**src/rtl/alu_seq_ctrl_if.sv**
```systemverilog
// ============================================================================
// Module      : alu_seq_ctrl_if
// Description : Bundle between the ALU sequencer and its surroundings:
//               start request, instruction-memory port, ALU / register-file
//               control and status flags.
// Revision    : 1.0 - initial release
// ============================================================================
`default_nettype none

interface alu_seq_ctrl_if #(
   parameter int ADDR_W = 15,
   parameter int XLEN   = 64
);
   logic              start;
   logic [ADDR_W-1:0] start_pc;
   logic [ADDR_W-1:0] imem_addr;
   logic [31:0]       imem_rdata;
   logic [2:0]        funct3;
   logic [6:0]        funct7;
   logic [4:0]        rs1;
   logic [4:0]        rs2;
   logic [4:0]        rd;
   logic              alu_src_imm;
   logic [XLEN-1:0]   imm;
   logic              rf_we;
   logic [ADDR_W-1:0] pc;
   logic              busy;
   logic              done;
   logic              err;

   // Environment side: issues start, returns memory data, consumes control.
   modport master (
      output start, start_pc, imem_rdata,
      input  imem_addr, funct3, funct7, rs1, rs2, rd, alu_src_imm, imm,
             rf_we, pc, busy, done, err
   );

   // Sequencer side.
   modport slave (
      input  start, start_pc, imem_rdata,
      output imem_addr, funct3, funct7, rs1, rs2, rd, alu_src_imm, imm,
             rf_we, pc, busy, done, err
   );
endinterface

`default_nettype wire

```
**src/rtl/alu_seq_ctrl.sv**
```systemverilog
// ============================================================================
// Module      : alu_seq_ctrl
// Description : Multi-cycle fetch/decode sequencer for RV64 OP and OP-IMM
//               instructions. Drives the instruction memory address, the ALU
//               control fields and a one-cycle register-file write strobe.
// Revision    : 1.0 - initial release
// ============================================================================
`default_nettype none

module alu_seq_ctrl #(
   parameter int ADDR_W = 15,
   parameter int XLEN   = 64
) (
   input  wire logic       clk,
   input  wire logic       rst_n,
   alu_seq_ctrl_if.slave   bus
);

   typedef enum logic [2:0] {
      S_IDLE   = 3'd0,
      S_FETCH  = 3'd1,
      S_MEM    = 3'd2,
      S_DECODE = 3'd3,
      S_EXEC   = 3'd4,
      S_WB     = 3'd5,
      S_HALT   = 3'd6
   } state_t;

   localparam logic [6:0]  c_OPC_OP    = 7'b0110011;
   localparam logic [6:0]  c_OPC_OPIMM = 7'b0010011;
   localparam logic [31:0] c_ECALL     = 32'h0000_0073;

   state_t            r_state;
   logic [31:0]       r_ir;
   logic [ADDR_W-1:0] r_pc;
   logic [2:0]        r_funct3;
   logic [6:0]        r_funct7;
   logic [4:0]        r_rs1;
   logic [4:0]        r_rs2;
   logic [4:0]        r_rd;
   logic              r_alu_src_imm;
   logic [XLEN-1:0]   r_imm;
   logic              r_rf_we;
   logic              r_busy;
   logic              r_done;
   logic              r_err;

   logic [6:0]        w_mem_opc;
   logic [2:0]        w_mem_f3;
   logic              w_mem_shift;
   logic [XLEN-1:0]   w_mem_imm;
   logic [6:0]        w_ir_opc;
   logic [ADDR_W-1:0] w_pc_next;

   // Pre-decode of the word arriving from memory so that the field outputs
   // are already valid during DECODE, in the same cycle ir becomes valid.
   assign w_mem_opc   = bus.imem_rdata[6:0];
   assign w_mem_f3    = bus.imem_rdata[14:12];
   assign w_mem_shift = (w_mem_f3 == 3'b001) || (w_mem_f3 == 3'b101);
   assign w_mem_imm   = {{(XLEN-12){bus.imem_rdata[31]}}, bus.imem_rdata[31:20]};
   assign w_ir_opc    = r_ir[6:0];
   // Natural wrap at 2^ADDR_W.
   assign w_pc_next   = r_pc + {{(ADDR_W-1){1'b0}}, 1'b1};

   // Sequencer FSM with all outputs registered.
   always_ff @(posedge clk or negedge rst_n) begin
      if (!rst_n) begin
         r_state       <= S_IDLE;
         r_ir          <= '0;
         r_pc          <= '0;
         r_funct3      <= '0;
         r_funct7      <= '0;
         r_rs1         <= '0;
         r_rs2         <= '0;
         r_rd          <= '0;
         r_alu_src_imm <= 1'b0;
         r_imm         <= '0;
         r_rf_we       <= 1'b0;
         r_busy        <= 1'b0;
         r_done        <= 1'b0;
         r_err         <= 1'b0;
      end else begin
         case (r_state)
            S_IDLE, S_HALT: begin
               // start is only honoured while not busy; no queueing.
               if (bus.start) begin
                  r_pc    <= bus.start_pc;
                  r_err   <= 1'b0;
                  r_done  <= 1'b0;
                  r_busy  <= 1'b1;
                  r_state <= S_FETCH;
               end
            end
            S_FETCH: begin
               r_state <= S_MEM;
            end
            S_MEM: begin
               r_ir     <= bus.imem_rdata;
               r_funct3 <= w_mem_f3;
               r_rs1    <= bus.imem_rdata[19:15];
               r_rs2    <= bus.imem_rdata[24:20];
               r_rd     <= bus.imem_rdata[11:7];
               if (w_mem_opc == c_OPC_OP) begin
                  r_funct7      <= bus.imem_rdata[31:25];
                  r_alu_src_imm <= 1'b0;
               end else if (w_mem_opc == c_OPC_OPIMM) begin
                  // Only shifts carry a meaningful funct7 in OP-IMM.
                  r_funct7      <= w_mem_shift ? bus.imem_rdata[31:25] : 7'd0;
                  r_alu_src_imm <= 1'b1;
                  r_imm         <= w_mem_imm;
               end
               r_state <= S_DECODE;
            end
            S_DECODE: begin
               if (r_ir == c_ECALL) begin
                  r_done  <= 1'b1;
                  r_err   <= 1'b0;
                  r_busy  <= 1'b0;
                  r_state <= S_HALT;
               end else if ((w_ir_opc == c_OPC_OP) || (w_ir_opc == c_OPC_OPIMM)) begin
                  r_state <= S_EXEC;
               end else begin
                  r_done  <= 1'b1;
                  r_err   <= 1'b1;
                  r_busy  <= 1'b0;
                  r_state <= S_HALT;
               end
            end
            S_EXEC: begin
               // Writes to x0 are suppressed at the strobe.
               r_rf_we <= (r_rd != 5'd0);
               r_state <= S_WB;
            end
            S_WB: begin
               r_rf_we <= 1'b0;
               r_pc    <= w_pc_next;
               r_state <= S_FETCH;
            end
            default: begin
               r_state <= S_IDLE;
            end
         endcase
      end
   end

   assign bus.imem_addr   = r_pc;
   assign bus.pc          = r_pc;
   assign bus.funct3      = r_funct3;
   assign bus.funct7      = r_funct7;
   assign bus.rs1         = r_rs1;
   assign bus.rs2         = r_rs2;
   assign bus.rd          = r_rd;
   assign bus.alu_src_imm = r_alu_src_imm;
   assign bus.imm         = r_imm;
   assign bus.rf_we       = r_rf_we;
   assign bus.busy        = r_busy;
   assign bus.done        = r_done;
   assign bus.err         = r_err;

endmodule

`default_nettype wire

```
**src/flat_wrapper.sv**
```systemverilog
// flat-port wrapper written by rule: the top's interface ports become plain ports
module alu_seq_ctrl_flat 
#(
   parameter int ADDR_W = 15,
   parameter int XLEN   = 64
)
  (clk, rst_n, bus_start, bus_start_pc, bus_imem_rdata, bus_imem_addr, bus_funct3, bus_funct7, bus_rs1, bus_rs2, bus_rd, bus_alu_src_imm, bus_imm, bus_rf_we, bus_pc, bus_busy, bus_done, bus_err);
  alu_seq_ctrl_if #(.ADDR_W(ADDR_W), .XLEN(XLEN)) bus_i ();
  input  wire logic clk;
  input  wire logic rst_n;
  input wire logic [$bits(bus_i.start)-1:0] bus_start;
  input wire logic [$bits(bus_i.start_pc)-1:0] bus_start_pc;
  input wire logic [$bits(bus_i.imem_rdata)-1:0] bus_imem_rdata;
  output wire logic [$bits(bus_i.imem_addr)-1:0] bus_imem_addr;
  output wire logic [$bits(bus_i.funct3)-1:0] bus_funct3;
  output wire logic [$bits(bus_i.funct7)-1:0] bus_funct7;
  output wire logic [$bits(bus_i.rs1)-1:0] bus_rs1;
  output wire logic [$bits(bus_i.rs2)-1:0] bus_rs2;
  output wire logic [$bits(bus_i.rd)-1:0] bus_rd;
  output wire logic [$bits(bus_i.alu_src_imm)-1:0] bus_alu_src_imm;
  output wire logic [$bits(bus_i.imm)-1:0] bus_imm;
  output wire logic [$bits(bus_i.rf_we)-1:0] bus_rf_we;
  output wire logic [$bits(bus_i.pc)-1:0] bus_pc;
  output wire logic [$bits(bus_i.busy)-1:0] bus_busy;
  output wire logic [$bits(bus_i.done)-1:0] bus_done;
  output wire logic [$bits(bus_i.err)-1:0] bus_err;
  assign bus_i.start = bus_start;
  assign bus_i.start_pc = bus_start_pc;
  assign bus_i.imem_rdata = bus_imem_rdata;
  assign bus_imem_addr = bus_i.imem_addr;
  assign bus_funct3 = bus_i.funct3;
  assign bus_funct7 = bus_i.funct7;
  assign bus_rs1 = bus_i.rs1;
  assign bus_rs2 = bus_i.rs2;
  assign bus_rd = bus_i.rd;
  assign bus_alu_src_imm = bus_i.alu_src_imm;
  assign bus_imm = bus_i.imm;
  assign bus_rf_we = bus_i.rf_we;
  assign bus_pc = bus_i.pc;
  assign bus_busy = bus_i.busy;
  assign bus_done = bus_i.done;
  assign bus_err = bus_i.err;
  alu_seq_ctrl #(.ADDR_W(ADDR_W), .XLEN(XLEN)) u_core (.clk(clk), .rst_n(rst_n), .bus(bus_i));
endmodule
```
**config.mk**
```make
export PLATFORM = sky130hd
export DESIGN_NAME = alu_seq_ctrl_flat
export DESIGN_NICKNAME = d
export VERILOG_FILES = /design/src/rtl/alu_seq_ctrl_if.sv /design/src/rtl/alu_seq_ctrl.sv /design/src/flat_wrapper.sv
export SDC_FILE = /design/constraint.sdc
export NUM_CORES = 1
export LEC_CHECK = 0
export ABC_AREA = 1
export CORE_AREA = 2 2 106 108
export DETAILED_ROUTE_END_ITERATION = 8
export DIE_AREA = 0 0 108 110
export PLACE_DENSITY = 0.76
export SYNTH_ARGS = -nofsm -noshare
export SYNTH_HDL_FRONTEND = slang
export SYNTH_SLANG_ARGS = --single-unit
export TNS_END_PERCENT = 50
```
**constraint.sdc**
```tcl
create_clock -name clk -period 1.57 [get_ports clk]
set_input_delay 0.3925 -clock clk [delete_from_list [all_inputs] [get_ports clk]]
set_output_delay 0.3925 -clock clk [all_outputs]
set_load 0.02 [all_outputs]
```
==> summary.txt <==
Status
  • Status: complete, but fails checks
  • Failing checks: setup timing

Timing
  • F_max: 0.622 GHz
  • Final Hold Slack: 0.479 ns
  • Sum Neg Setup Slack: -1.27 ns
  • Worst setup margin: -0.0379 ns
  • RSZ-0062 raised after global routing: true
  • Setup Skew: 0.0115 ns
  • Tcrit/Tclk final: 102%
  • Hold Fails Final Rpt: 0
  • Final setup viols: 38
  • Slew HR: 71.2%
  • Worst slew pin tran: 0.432 ns
  • Slew Limit Fails: 0
  • Min cycle time layout: 1.61 ns

Setup path
  • Req. time, crit path: 1.18 ns
  • CP peak stage delay: 0.41 ns
  • Critical path class: flop to primary output
  • Critical path's slowest cell: dfrtp_2
  • Startpoint types: flop
  • Max Fanout on Critical Path: 38
  • Crit path DAT: 1.22 ns
  • Flop-to-flop setup slack: 0.07 ns
  • Critical-path cell list: buf_4 > buf_12 > buf_2
  • Crit path capture type: primary output

Power and ir drop
  • Switching Fraction: 45.3%
  • Pwr dens: 1790 nW/um2
  • Internal power: 0.00549 W
  • Power share of the clock group: 15.5%
  • Sequential share of power: 31.6%
  • Logic pwr share: 52.9%
  • Max IR drop VDD: 0.885 mV
  • Switch Pwr: 0.00454 W
  • Leak: 3.06 nW

Clocking
  • CTS tree: built
  • Worst-path clk slew: 0.08 ns
  • Clock sink total: 74
  • Root Buffer: clkbuf_8
  • Worst-skew pair later-pin latency: 0.35 ns
  • Max Root-Sink Buffers: 2
  • Total CTS buffers: 9
  • Clock H-tree levels: 3

Layout
  • Commonest non-fill, non-tap cell in the layout: nand2_1
  • Register area: 1860 um2
  • Fraction of layout cells with a size suffix above 1: 19.4%
  • Post-layout net count: 715
  • ANT cells: 0
  • Fin util: 52.5%
  • Area delta synth->final: 36.2%
  • # fillers: 1071
  • Multi-input logic area: 1410 um2
  • Most frequent cells in the layout: 172 x nand2_1, 70 x dfrtp_1, 66 x dlygate4sd2_1

Yosys
  • Post-synthesis sequential area ratio: 44.9%
  • Yosys reg bits: 74
  • Synth Instances: 538
  • Synth Warn #: 0
  • Netlist cell types: 27
  • Average size of a mapped cell: 7.67 um2
  • Net Count, Synth: 589
  • Cell area after synthesis: 4130 um2

Detailed routing
  • DRC: 0
  • Pre-antenna DRT Iters: 4
  • Drt via density: 4.63
  • DRT antenna net count: 0
  • Post-Route WL: 10800 um
  • Vias post-DR: 3743
  • Number of DRC markers in iteration 0: 137
  • Per-cell routed wire length: 13.3 um

Floorplanning
  • Initial core utilization: 38.6%
  • Die Wd: 108 um
  • Top Ports: 174
  • Die footprint: 11900 um2
  • Die Ht: 110 um
  • Row count: 38
  • Core Area: 10700 um2

Global route
  • Largest net degree at the start of global routing: 39
  • GRT overflow: 0
  • First-pass GRT wire length: 17000 um
  • Total GRT Usage: 18.2%
  • Vias in the first global route: 3496
  • Initial antenna violation count: 0

Worst hold path
  • Hold/Removal Path Class: flop to flop

Placement
  • GP Congestion: 0.889
  • HPWL Detailed: 8170 um
  • Port Buffers: 173

Run
  • Max-Cap Viols: 0
power groups by stage:
stage / clock, W / sequential (W) / combinational, W
3_5_place_dp: 0 / 0.00322 / 0.00585
4_1_cts: 0.00161 / 0.00317 / 0.00523
6_report: 0.00156 / 0.00317 / 0.00531
3_3_place_gp: 0 / 0.00318 / 0.00572
5_1_grt: 0.00171 / 0.00327 / 0.00587
2_1_floorplan: 0 / 0.00357 / 0.00340
Yosys cell counts:
cell      instances  area share, %
and2_1            1           0.15
a21oi_1           1           0.12
inv_1            46            4.2
nand3b_1          1           0.18
buf_2             7           0.85
o21a_1            2           0.36
nor3_1            2           0.24
o211ai_1          5           0.91
nand4_1           5           0.76
o21ai_1           2           0.24
dfrtp_1          74             45
o21bai_1          2           0.36
or2_2             1           0.15
nand2_2           1           0.15
ha_1              1           0.30
inv_2             5           0.46
o22ai_1           1           0.15
nand3_1          44            5.3
o21ai_0          37            4.5
buf_4            87             16
nor2_2            1           0.15
nor3_2            1           0.24
xnor2_1           1           0.21
clkbuf_1          3           0.27
nand2_1         175             16
nor2_1           31            2.8
nand3_2           1           0.24
final timing paths:
check / startpoint / to / depth (start not counted)
setup / recovery: u_core.bus.imm[11] / bus_imm[58] / 3
hold / removal: u_core.bus.busy / u_core.bus.busy / 2
setup reg to reg: u_core.r_state[0] / u_core.bus.imm[6] / 9
hold reg to reg: u_core.bus.busy / u_core.bus.busy / 2
max in group asynchronous: rst_n / u_core.r_ir[8] / 3
min in group asynchronous: rst_n / u_core.bus.imem_addr[5] / 2
layout make-up:
class / instances / area share (%)
Sequential cell: 74 / 33.1
Clock buffer: 9 / 2.21
Inverter: 51 / 3.41
Tap cell: 140 / 3.12
Multi-Input combinational cell: 316 / 25.2
Clock inverter: 7 / 1.47
Timing Repair Buffer: 212 / 31.6
through the flow:
step	instance area (um2)	setup slack (ns)	total power, W	std cells
2_1_floorplan	4130	0.0984	0.00697	538
3_3_place_gp	5620	-0.166	0.00890	785
3_5_place_dp	5620	-0.199	0.00907	785
4_1_cts	5500	-0.117	0.0100	804
5_1_grt	5620	-0.0917	0.0108	809
6_report	5620	-0.0379	0.0100	809
routing by layer:
metal	track usage, %	share of wire [%]	vias up
met5	0	0	-
met3	4.23	6.2	12
met1	23.0	43	1727
met2	30.5	49	148
li1	-	-	1856
met4	6.68	1.6	0
worst max-delay path, delay by kind of cell (launching register included):
| kind | cells | cell delay [ns] |
|---|---|---|
| DFF | 1 | 0.41 |
| buffers and inverters | 3 | 0.46 |
registers in the layout, indices dropped and copies added, names as in the netlist:
register / count
u_core.bus.funct7: 7
u_core.r_ir: 32
u_core.bus.done: 1
u_core.bus.err: 1
u_core.bus.imm: 12
u_core.bus.alu_src_imm: 1
u_core.r_state: 3
u_core.bus.rf_we: 1
u_core.bus.imem_addr: 15
u_core.bus.busy: 1
repair_timing:
action	4_1_cts	5_1_grt
gates cloned	0	1
hold buffers	1	0
endpoints found under the setup margin	124	61
setup buffers	2	5
gates resized for setup	285	31
hold endpoints to repair	27	0
pin swaps	0	2
cell families (layout without fill, tap and decap cells):
kind of cell | count (synthesis) | in the layout | synth area share, %
buffers and inverters | 148 | 279 | 21.6
DFF | 74 | 74 | 44.9
and+or+nand+nor | 264 | 264 | 26.4
AOI/OAI and AO/OA | 50 | 50 | 6.64
xor gates and xnor gates | 1 | 1 | 0.212
adders and majority gates | 1 | 1 | 0.303
Note: power is estimated with default switching activity, not from simulation.
